==> config.mk <==
export PLATFORM = sky130hd
export DESIGN_NAME = lift_request_scheduler
export DESIGN_NICKNAME = d
export VERILOG_FILES = /design/src/rtl/lift_pkg.sv /design/src/rtl/lift_floor_picker.sv /design/src/rtl/lift_request_scheduler.sv
export SDC_FILE = /design/constraint.sdc
export NUM_CORES = 1
export LEC_CHECK = 0
export CAP_MARGIN = 20
export CORE_MARGIN = 1.5
export CORE_UTILIZATION = 49
export CTS_BUF_LIST = sky130_fd_sc_hd__clkbuf_16
export DETAILED_ROUTE_END_ITERATION = 16
export GPL_ROUTABILITY_DRIVEN = 1
export PLACE_DENSITY = 0.83
export SLEW_MARGIN = 25
export SYNTH_ARGS = -nofsm -noshare
export SYNTH_HDL_FRONTEND = slang
export SYNTH_SLANG_ARGS = --single-unit
==> constraint.sdc <==
create_clock -name clk -period 3.15 [get_ports clk]
set_input_delay 0.315 -clock clk [delete_from_list [all_inputs] [get_ports clk]]
set_output_delay 0.315 -clock clk [all_outputs]
set_load 0.02 [all_outputs]
==> src/rtl/lift_pkg.sv <==
// Shared floor constants and scheduler state encoding for the lift control path.
// lift_fsm uses the same floor constants so req_floor/current_floor widths agree.
package lift_pkg;

    localparam int NUM_FLOORS = 8;
    localparam int FLOOR_W    = $clog2(NUM_FLOORS);

    typedef enum logic [1:0] {
        IDLE       = 2'd0,
        SERVE_UP   = 2'd1,
        SERVE_DOWN = 2'd2
    } sched_state_e;

    // One-hot select of a floor, used to clear the floor being served.
    function automatic logic [NUM_FLOORS-1:0] floor_onehot(input logic [FLOOR_W-1:0] floor);
        return NUM_FLOORS'(1) << floor;
    endfunction

endpackage

==> src/rtl/lift_floor_picker.sv <==
// Combinational priority search: nearest pending floor above and below the lift,
// plus whether the lift's own floor is pending.
module lift_floor_picker
    import lift_pkg::*;
(
    input  logic [NUM_FLOORS-1:0] pending,
    input  logic [FLOOR_W-1:0]    current_floor,
    output logic                  above_hit,
    output logic [FLOOR_W-1:0]    above_idx,
    output logic                  below_hit,
    output logic [FLOOR_W-1:0]    below_idx,
    output logic                  at_hit
);

    always_comb begin
        // NOTE: every output gets a default before the loops so no latch is inferred.
        above_hit = 1'b0;
        above_idx = '0;
        below_hit = 1'b0;
        below_idx = '0;

        // Scan downward so the last match left standing is the lowest floor above.
        for (int i = NUM_FLOORS - 1; i >= 0; i--) begin
            if (pending[i] && (FLOOR_W'(i) > current_floor)) begin
                above_hit = 1'b1;
                above_idx = FLOOR_W'(i);
            end
        end

        // Scan upward so the last match is the highest floor below.
        for (int i = 0; i < NUM_FLOORS; i++) begin
            if (pending[i] && (FLOOR_W'(i) < current_floor)) begin
                below_hit = 1'b1;
                below_idx = FLOOR_W'(i);
            end
        end

        at_hit = pending[current_floor];
    end

endmodule

==> src/rtl/lift_request_scheduler.sv <==
// SCAN scheduler: accumulates call presses into a pending bitmap and drives the
// next target floor to lift_fsm, sweeping in one direction until it runs dry.
module lift_request_scheduler
    import lift_pkg::*;
(
    input  logic                  clk,
    input  logic                  rst,
    input  logic [NUM_FLOORS-1:0] call_btn,
    input  logic [FLOOR_W-1:0]    current_floor,
    input  logic                  door_open,
    output logic [FLOOR_W-1:0]    req_floor,
    output logic                  req_valid,
    output logic [NUM_FLOORS-1:0] pending,
    output logic                  dir_up,
    output logic                  dir_down
);

    sched_state_e          state_q, state_d;
    logic [NUM_FLOORS-1:0] pending_q, pending_d;
    logic [FLOOR_W-1:0]    req_floor_q, req_floor_d;
    logic                  req_valid_q, req_valid_d;
    logic                  dir_up_q, dir_up_d;
    logic                  dir_down_q, dir_down_d;

    logic                  above_hit, below_hit, at_hit;
    logic [FLOOR_W-1:0]    above_idx, below_idx;
    logic [NUM_FLOORS-1:0] clr;

    lift_floor_picker u_picker (
        .pending       (pending_q),
        .current_floor (current_floor),
        .above_hit     (above_hit),
        .above_idx     (above_idx),
        .below_hit     (below_hit),
        .below_idx     (below_idx),
        .at_hit        (at_hit)
    );

    // Clear is applied after the OR, so a press at the served floor is dropped.
    always_comb begin
        clr       = door_open ? floor_onehot(current_floor) : '0;
        pending_d = (pending_q | call_btn) & ~clr;
    end

    always_comb begin
        state_d = state_q;
        unique case (state_q)
            IDLE: begin
                if (above_hit)      state_d = SERVE_UP;
                else if (below_hit) state_d = SERVE_DOWN;
                else if (at_hit)    state_d = IDLE;  // door_open at this floor clears it
            end
            SERVE_UP: begin
                if (above_hit)      state_d = SERVE_UP;
                else if (below_hit) state_d = SERVE_DOWN;
                else                state_d = IDLE;
            end
            SERVE_DOWN: begin
                if (below_hit)      state_d = SERVE_DOWN;
                else if (above_hit) state_d = SERVE_UP;
                else                state_d = IDLE;
            end
            default:                state_d = IDLE;
        endcase
    end

    // Outputs are registered alongside the state, reflecting the state being entered.
    always_comb begin
        req_floor_d = current_floor;
        req_valid_d = 1'b0;
        dir_up_d    = (state_d == SERVE_UP);
        dir_down_d  = (state_d == SERVE_DOWN);
        if (state_d == SERVE_UP) begin
            req_floor_d = above_idx;
            req_valid_d = 1'b1;
        end else if (state_d == SERVE_DOWN) begin
            req_floor_d = below_idx;
            req_valid_d = 1'b1;
        end
    end

    always_ff @(posedge clk) begin
        // NOTE: non-blocking assignments keep every flop sampling pre-edge values.
        if (rst) begin
            state_q     <= IDLE;
            pending_q   <= '0;
            req_floor_q <= '0;
            req_valid_q <= 1'b0;
            dir_up_q    <= 1'b0;
            dir_down_q  <= 1'b0;
        end else begin
            state_q     <= state_d;
            pending_q   <= pending_d;
            req_floor_q <= req_floor_d;
            req_valid_q <= req_valid_d;
            dir_up_q    <= dir_up_d;
            dir_down_q  <= dir_down_d;
        end
    end

    assign req_floor = req_floor_q;
    assign req_valid = req_valid_q;
    assign pending   = pending_q;
    assign dir_up    = dir_up_q;
    assign dir_down  = dir_down_q;

endmodule

==> metrics.txt <==
Slew @ Worst Pin 0.590 ns; setup bufs post-CTS 0; WP buf/inv 2; Clock Path Buffers 2; worst-path cell chain clkdlybuf4s50_1 > inv_1 > nor2_1 > or3_4 > o21a_1 > or2_1 > ha_1 > nor2_1 > a21oi_1 > a311oi_1 > nor4_1; Max Fclk 349 MHz; Power per Cell Area 548 nW/um^2; Synth top area share 34.3%; Worst setup EP type flop; mux cell area share after synthesis 0%; leak pwr 0.508 nW; CP arrival 2.97 ns; WL/cell 15.8 microns; Design Power 710 uW; largest family of logic cells by synthesized area compound AO/OA/AOI/OAI gates; register area share after synthesis 34.3%; CTS tree done; total number of vias 1050; Synth Flop Type dfxtp_1; Synth Area in Compound Gates 35.7%; FF-to-FF Start pending[5]; Setup Skew 0.00206 ns; Netlist cell types 41; final hold vios 0; CTS Hold Bufs 0; post-synthesis simple-gate area fraction 20.9%; vias in the first global route 966; Mapped Cells 119; Clock Latency Late Sink 0.25 ns; setup repair after global routing missed its margin false; minimum clock period 2.86 ns; Final Routed Wirelength 2.71 mm; delay-heaviest family, CP simple AND/OR/NAND/NOR gates; crit path launch type input port; Max stage delay on crit path 0.59 ns; Starting Density 52.9%; number of flops mapped to enable cells by yosys 0; xor/xnor share of the synthesized area 0%; Sw Share 30.1%; cell accounting for the most synthesized area dfxtp_1; DPL Wire Length 1.83 mm; global-route wire length before repair 4.40 mm; # Max-Cap Violations 0; CP Class input port to flop; syn_nets 135; final setup fails 0; Reg2Reg Depth 10; total negative slack 0 ns; hold path depth 2; CTS buffer count 3; # H-tree levels 1; # DRC 0; synthesized area per cell 7.84 sq um; crit-path max FO 8; P&R area growth vs syn 38.7%; fillers 150; sequential share of power 35.1%; die span in y 46.6 microns; top post-synthesis cells by area dfxtp_1, nor2_1, a21oi_1; CTS Root Cell clkbuf_16; worst r2r dst req_floor[0]; HP Class flop to flop; warnings from Yosys 0; initial antenna violation count 0; die area 2180 sq um; largest net degree at the start of global routing 18; Worst Hold Launch pending[0]; Worst VDD drop 0.384 mV; clock power share 35.2%; normalized max-slew margin 60.6%; Tcrit/Tclk final 90.9%; Slew Limit Fails 0; Overflow after GRT 0; DR iter-0 viols 53; # placed instances 167; Die Width 46.6 microns; num rows 15; WHS Endpoint pending[0]; cts repair resizes 0; clk sinks 16; share of flip-flops with an asynchronous set or reset 0%; fin nets 163; Vias/cell 6.14; Pre-antenna DRT Iters 4; routability congestion estimate 0.811; Routed Antenna Nets 0; clk slew on worst S/H paths 0.05 ns; PortBufs 27; r2r setup slk 0.62 ns; Critical Path RT 3.25 ns; Synth Area in Adders 2.68%; cell at the slowest stage of the critical path clkdlybuf4s50_1; I/O Pins 28; GRT Overall Usage 28.4%; Inserted Diodes 0; crit-path most repeated cell nor2_1; sw power 214 uW; FF+latch count, synth 16; Finished Layout Cells 171; Gate power share 29.7%; status complete, no violations; P_int 496 uW; Core ar. 1760 sq um; synthesized area 933 sq um; layout cell share with drive strength beyond 1 6.85%
[logic make-up (layout without fill, tap and decap cells)]
group | Yosys count | in the layout
buffers and inverters | 12 | 39
and+or+nand+nor | 41 | 41
DFF | 16 | 16
adders and majority gates | 2 | 2
AOI/OAI and AO/OA | 48 | 48
[worst max-delay path by stage]
stage	start	to	depth (start not counted)
2_1_floorplan	pending[3]	req_floor[0]	10
3_3_place_gp	current_floor[1]	req_floor[0]	11
3_5_place_dp	current_floor[1]	req_floor[0]	11
4_1_cts	current_floor[1]	req_floor[0]	11
5_1_grt	current_floor[1]	req_floor[0]	11
6_report	current_floor[0]	req_floor[0]	11
[power groups by stage]
stage | combinational [mW] | clock, mW | sequential (mW)
finish | 0.211 | 0.250 | 0.249
global route | 0.230 | 0.262 | 0.252
CTS | 0.209 | 0.252 | 0.248
detailed placement | 0.205 | 0 | 0.252
global placement | 0.202 | 0 | 0.252
floorplan | 0.101 | 0 | 0.274
[Yosys cell counts, drive strengths merged, types with 2 or more instances]
cell    count
inv         5
nor3        3
o21bai      2
a211oi      3
clkbuf      2
a21oi      12
nand2       6
ha          2
a311oi      5
a31oi       2
o211a       2
buf         5
o211ai      3
o21ai       8
nor2b       3
a32oi       2
nor2       20
dfxtp      16
[layout make-up]
cell class / instances / area (sq um) / area share, %
Clock buffer: 3 / 75.1 / 5.80
Timing Repair Buffer: 30 / 293 / 22.6
Multi-Input combinational cell: 91 / 553 / 42.7
Inverter: 5 / 18.8 / 1.45
Tap cell: 25 / 31.3 / 2.42
Sequential cell: 16 / 320 / 24.7
Clock inverter: 1 / 3.75 / 0.290
[worst register-to-register path, cell delays in order (launching register included)]
cell and delay (ns):
dfxtp_1 0.40, o21ai_1 0.24, a21oi_1 0.13, or3_4 0.37, o21a_1 0.21, or2_1 0.22, ha_1 0.29, nor2_1 0.12
a21oi_1 0.06, a311oi_1 0.27, nor4_1 0.08
[per-stage QoR]
stage               hold WS (ns)  area, sq um  utilization [%]  worst slack [ns]
floorplan                  0.430          933                -             0.941
global placement           0.535         1220             68.9             0.206
detailed placement         0.547         1220             68.9             0.143
CTS                        0.559         1290             73.4             0.344
global route               0.593         1290             73.4             0.152
finish                     0.561         1290             73.4             0.286
[state kept, by name (all words and copies together) (netlist names)]
| name | cells |
|---|---|
| pending | 8 |
| req_floor | 3 |
| state_q | 2 |
| dir_down | 1 |
| dir_up | 1 |
| req_valid | 1 |
[cell usage in the layout (no fill, tap or decap), types with 3 or more instances in the layout]
cell,netlist,routed
o21ai_0,6,6
nor2_1,19,19
a21oi_1,11,11
o211ai_1,3,3
clkdlybuf4s50_1,0,27
nor2b_1,3,3
clkbuf_16,0,3
a211oi_1,3,3
dfxtp_1,16,16
nand2_1,6,6
buf_4,1,3
nor3_1,3,3
inv_1,5,5
a311oi_1,5,5
[per-layer routing]
layer	wire length, microns	GRT usage (%)	vias to the layer above
li1	-	-	501
met1	1090	39.1	456
met2	1270	43.6	84
met3	299	5.10	9
met4	53	11.1	0
met5	0	0	-
(Power assumes the default switching activity.)
